File: src/rtl/ctrl_pkg.sv
// Shared codes for the X/Y/Z register + ULA datapath and the sequencer state encoding.
package ctrl_pkg;

  localparam logic [3:0] REG_CLEAR  = 4'd0;
  localparam logic [3:0] REG_LOAD   = 4'd1;
  localparam logic [3:0] REG_HOLD   = 4'd2;
  localparam logic [3:0] REG_SHIFTR = 4'd3;

  localparam logic [3:0] ULA_ADD = 4'd0;
  localparam logic [3:0] ULA_SUB = 4'd1;
  localparam logic [3:0] ULA_AND = 4'd2;
  localparam logic [3:0] ULA_OR  = 4'd3;

  localparam logic [2:0] OP_ADD    = 3'b000;
  localparam logic [2:0] OP_SUB    = 3'b001;
  localparam logic [2:0] OP_AND    = 3'b010;
  localparam logic [2:0] OP_OR     = 3'b011;
  localparam logic [2:0] OP_SHRADD = 3'b100;
  localparam logic [2:0] OP_CLRALL = 3'b101;

  typedef enum logic [2:0] {
    S_IDLE = 3'd0,
    S_LDX  = 3'd1,
    S_LDY  = 3'd2,
    S_SHR  = 3'd3,
    S_EXEC = 3'd4,
    S_CLR  = 3'd5,
    S_DONE = 3'd6
  } state_t;

endpackage

File: src/rtl/dec_op_ula.sv
// Opcode decoder: maps an opcode to its ULA code and the sequencing class flags.
module dec_op_ula
  import ctrl_pkg::*;
#(
  parameter int W_CTRL = 4,
  parameter int W_OP   = 3
) (
  input  logic [W_OP-1:0]   op,
  output logic [W_CTRL-1:0] tula,
  output logic              is_shift,
  output logic              is_clr,
  output logic              is_illegal
);

  always_comb begin
    tula       = ULA_ADD;
    is_shift   = 1'b0;
    is_clr     = 1'b0;
    is_illegal = 1'b0;
    case (op)
      OP_ADD:    tula = ULA_ADD;
      OP_SUB:    tula = ULA_SUB;
      OP_AND:    tula = ULA_AND;
      OP_OR:     tula = ULA_OR;
      OP_SHRADD: begin
        tula     = ULA_ADD;
        is_shift = 1'b1;
      end
      OP_CLRALL: is_clr = 1'b1;
      default:   is_illegal = 1'b1;
    endcase
  end

endmodule

File: src/rtl/seq_controle_ula.sv
// Start/done sequencer issuing per-cycle register and ULA control codes for one opcode.
module seq_controle_ula
  import ctrl_pkg::*;
#(
  parameter int W_CTRL      = 4,
  parameter int W_OP        = 3,
  parameter int SHIFT_COUNT = 1
) (
  input  logic              clock,
  input  logic              reset,
  input  logic              start,
  input  logic [W_OP-1:0]   opcode,
  output logic              busy,
  output logic              done,
  output logic              err,
  output logic [W_CTRL-1:0] tx,
  output logic [W_CTRL-1:0] ty,
  output logic [W_CTRL-1:0] tz,
  output logic [W_CTRL-1:0] tula
);

  localparam logic [2:0] SHIFT_INIT = 3'(SHIFT_COUNT);

  state_t          state, state_nx;
  logic [2:0]      cnt, cnt_nx;
  logic [W_OP-1:0] op_q, op_nx;
  logic            ill_q, ill_nx;

  logic [W_OP-1:0]   dec_in;
  logic [W_CTRL-1:0] dec_tula;
  logic              dec_shift, dec_clr, dec_illegal;

  // In IDLE the incoming opcode is classified for the accept decision; afterwards the latched one.
  assign dec_in = (state == S_IDLE) ? opcode : op_q;

  dec_op_ula #(.W_CTRL(W_CTRL), .W_OP(W_OP)) u_dec (
    .op         (dec_in),
    .tula       (dec_tula),
    .is_shift   (dec_shift),
    .is_clr     (dec_clr),
    .is_illegal (dec_illegal)
  );

  always_comb begin
    state_nx = state;
    cnt_nx   = cnt;
    op_nx    = op_q;
    ill_nx   = ill_q;
    case (state)
      S_IDLE: if (start) begin
        op_nx  = opcode;
        ill_nx = dec_illegal;
        if (dec_illegal)  state_nx = S_DONE;
        else if (dec_clr) state_nx = S_CLR;
        else              state_nx = S_LDX;
      end
      S_LDX: state_nx = S_LDY;
      S_LDY: if (dec_shift) begin
        state_nx = S_SHR;
        cnt_nx   = SHIFT_INIT;
      end else begin
        state_nx = S_EXEC;
      end
      S_SHR: begin
        cnt_nx = cnt - 3'd1;
        if (cnt == 3'd1) state_nx = S_EXEC;
      end
      S_EXEC: state_nx = S_DONE;
      S_CLR:  state_nx = S_DONE;
      S_DONE: begin
        state_nx = S_IDLE;
        ill_nx   = 1'b0;
      end
      default: state_nx = S_IDLE;
    endcase
  end

  // Outputs are registered from the next state so each one lines up with the state it belongs to.
  always_ff @(posedge clock or posedge reset) begin
    if (reset) begin
      state <= S_IDLE;
      cnt   <= 3'd0;
      op_q  <= '0;
      ill_q <= 1'b0;
      busy  <= 1'b0;
      done  <= 1'b0;
      err   <= 1'b0;
      tx    <= REG_HOLD;
      ty    <= REG_HOLD;
      tz    <= REG_HOLD;
      tula  <= ULA_ADD;
    end else begin
      state <= state_nx;
      cnt   <= cnt_nx;
      op_q  <= op_nx;
      ill_q <= ill_nx;
      busy  <= (state_nx != S_IDLE);
      done  <= (state_nx == S_DONE);
      err   <= (state_nx == S_DONE) && ill_nx;
      tx    <= REG_HOLD;
      ty    <= REG_HOLD;
      tz    <= REG_HOLD;
      tula  <= ULA_ADD;
      case (state_nx)
        S_LDX: tx <= REG_LOAD;
        S_LDY: ty <= REG_LOAD;
        S_SHR: ty <= REG_SHIFTR;
        S_EXEC: begin
          tz   <= REG_LOAD;
          tula <= dec_tula;
        end
        S_CLR: begin
          tx <= REG_CLEAR;
          ty <= REG_CLEAR;
          tz <= REG_CLEAR;
        end
        default: ;
      endcase
    end
  end

endmodule

File: config.mk
export PLATFORM = sky130hd
export DESIGN_NAME = seq_controle_ula
export DESIGN_NICKNAME = d
export VERILOG_FILES = /design/src/rtl/ctrl_pkg.sv /design/src/rtl/dec_op_ula.sv /design/src/rtl/seq_controle_ula.sv
export SDC_FILE = /design/constraint.sdc
export NUM_CORES = 1
export LEC_CHECK = 0
export CORE_AREA = 2 2 62 50
export DETAILED_ROUTE_END_ITERATION = 7
export DIE_AREA = 0 0 64 52
export PLACE_DENSITY = 0.72
export SLEW_MARGIN = 20
export SYNTH_ARGS = -nofsm -noshare
export SYNTH_HDL_FRONTEND = slang
export SYNTH_HIERARCHICAL = 1
export SYNTH_SLANG_ARGS = --single-unit
File: constraint.sdc
create_clock -name clock -period 2 [get_ports clock]
set_input_delay 0.4 -clock clock [delete_from_list [all_inputs] [get_ports clock]]
set_output_delay 0.4 -clock clock [all_outputs]
set_load 0.01 [all_outputs]
==> results.toml <==
[floorplanning]
rows = 17
fp.dieH_um = 52
die_w_um = 64
die-area_um2 = 3328
initial_core_util_pct = 41.45
pin_count = 25
core_um2 = 2744

[global_route]
met1_usage_pct = 17.17
overflow = 0
grt_max_degree = 24
antenna_found_initial = 0
grt_use_met3_pct = 3.463
first_global_vias = 691
grt_pass1_wl_mm = 3.263
top_usage_layer = "met2"
gr-usage-met2_pct = 20.31
grt_usage_pct = 12.96

[critical_path]
startpoint = "state[0]$_DFF_PP0_"
worstSetupStartpointType = "register"
cp.arrival_ps = 2310
r2r-start = "state[0]$_DFF_PP0_"
crit_type = "reg2reg"
worstPathRequired_ps = 2230
end_kind = "register"
cp_max_fo = 4
r2r_slack_ps = -90

[power]
p_switching_uw = 867.7
leakage_uw = 0.0006756
intPower_uw = 1481
ir_drop_uv = 917.2
pwr-share-comb_pct = 58.9
pwr_density_cell_nw_per_um2 = 1590
seq_power_share_pct = 32.0
pwr-share-clk_pct = 9.0
switching_share_pct = 36.94

[place]
place_inst = 162
place_hpwl_mm = 1.467
gp_congestion = 0.7863
port_buffers = 18
place_ws_ps = -105.0

[min_path]
holdCritPathClass = "in2async"

[clock_network]
clockBufferDepth = 2
cts_root_buffer = "clkbuf_4"
cts_tree = "built"
hold_buffers = 0
clock_sinks = 23
htreeDepth = 1
path_clk_slew_ps = 120
clock_latency_ps = 310
cts_buffers = 3

[flow_run]
cap_viol_max_count = 0

[synth]
ys.warnings.count = 6
ys_seq_area_share_pct = 50.94
synth_cell_types = 37
synthFlopType = "dfrtp_1"
synth_edf_count = 0
avgSynthCellArea_um2 = 11.26
yosys.area.top_type = "dfrtp_1"
synth_cells = 101
synth.area.top_cells = "dfrtp_1, dfstp_2, buf_4"
synth_seq_cells = 23
async_reset_ff_share_pct = 100.0
synth.top_cell.area_share_pct = 44.00
netlist_area_um2 = 1137

[final_layout]
drive_gt1_share_pct = 33.33
fin_cells = 167
final_cell_mix = "dfrtp_1, clkdlybuf4s50_1, buf_4"
final_common_cell = "dfrtp_1"
syn_to_final_growth_pct = 29.92
nets = 138
diodes = 0

[sta]
final-setup-viol-count = 7
slew_viol_final = 0
fin_ws_ps = -85.65
fin_crit_sh_pct = 104.3
rsz0062_at_grt = "yes"
finalHoldViolCount = 0
fmax_ghz = 0.4795
clock_skew_ps = 1.252
final.min_clock_period_ps = 2086

[detailed_routing]
drt-vias-per-instance = 4.563
drt_wl_total_mm = 1.966
drc = 0
firstDrtPassIters = 4
drt_iter0_drc = 19
ant_nets = 0
vias = 762
wl_per_cell_um = 11.77

[outcome]
status = "finished, violations left"
violations = "negative setup slack"
## cell type report
class                   instances  area [µm²]
clock buffers                   3       22.52
clock inverters                 1       5.005
fillers                       219        1266
inverters                       7       26.28
multi-input cells              66       521.8
flip-flops and latches         23       579.3
well taps                      38       47.55
repair buffers                 29       275.3
## sequential cells by signal, indices dropped and copies added, names as in the netlist
name / cells
ty: 2
cnt: 3
tula: 4
done: 1
err: 1
tz: 2
ill_q: 1
op_q: 3
tx: 2
busy: 1
state: 3
## Yosys cell counts, types with 3 or more instances
cell type / n
and2_2: 6
nor2_1: 4
o21ai_0: 5
nand2_1: 9
mux2_1: 3
inv_1: 7
dfrtp_1: 20
dfstp_2: 3
buf_4: 8
mux2_2: 3
## worst max-delay path, cell delays in order, from the launching register on
cell     delay (ps)
dfrtp_1         430
nor3_4          320
mux2_4          340
and3b_1         190
or2_1           240
a31oi_4         200
nor2_2           80
o31ai_1         210
## timing repair
item                                    CTS  global route
endpoints found under the hold margin     0             0
endpoints found under the setup margin    9            12
resized for setup                         3             7
buffers inserted                          1             0
pin swaps                                 3             4
## per-stage QoR
step / setup TNS (ps) / instance area (µm²) / util, % / total power, µW / hold slack (ps)
5_1_grt: -1252 / 1478 / 53.85 / 2523 / 418.2
2_1_floorplan: -39.69 / 1187 / - / 1591 / 399.7
3_5_place_dp: -386.3 / 1415 / 51.57 / 2056 / 474.2
3_3_place_gp: -190.5 / 1415 / 51.57 / 2006 / 464.7
4_1_cts: -305.0 / 1458 / 53.12 / 2314 / 415.3
6_report: -283.6 / 1478 / 53.85 / 2349 / 416.5
## path summary, 6_finish.rpt
kind                       cells after the start             endpoint
setup / recovery                               7      ty[1]$_DFF_PP1_
hold / removal                                 3      ill_q$_DFF_PP0_
setup reg to reg                               7      ty[1]$_DFF_PP1_
hold reg to reg                                1  op_q[2]$_DFFE_PP0P_
max in group asynchronous                      3      ty[1]$_DFF_PP1_
min in group clock                             1  op_q[2]$_DFFE_PP0P_
## per-layer routing
metal	vias to the layer above	share of wire [%]	wire [µm]
li1	371	-	-
met1	363	48	936
met2	24	46	902
met3	4	4.7	93
met4	0	1.7	34
met5	-	0	0
## power groups by stage
stage / Sequential, µW / Clock [µW] / Combinational [µW]
after floorplan: 787 / 0 / 803
after global placement: 754 / 0 / 1250
after CTS: 754 / 224 / 1340
final: 753 / 212 / 1380
after detailed placement: 764 / 0 / 1290
after global routing: 775 / 247 / 1500
## cell families after synthesis
| kind of cell | after synthesis | share of synthesized area (%) |
|---|---|---|
| other | 2 | 0.6603 |
| buffers and inverters | 18 | 9.462 |
| adders and majority gates | 2 | 2.200 |
| DFF | 23 | 50.94 |
| AOI/OAI and AO/OA | 17 | 12.10 |
| and+or+nand+nor | 32 | 17.82 |
| muxes | 7 | 6.820 |
(Power assumes the default switching activity.)
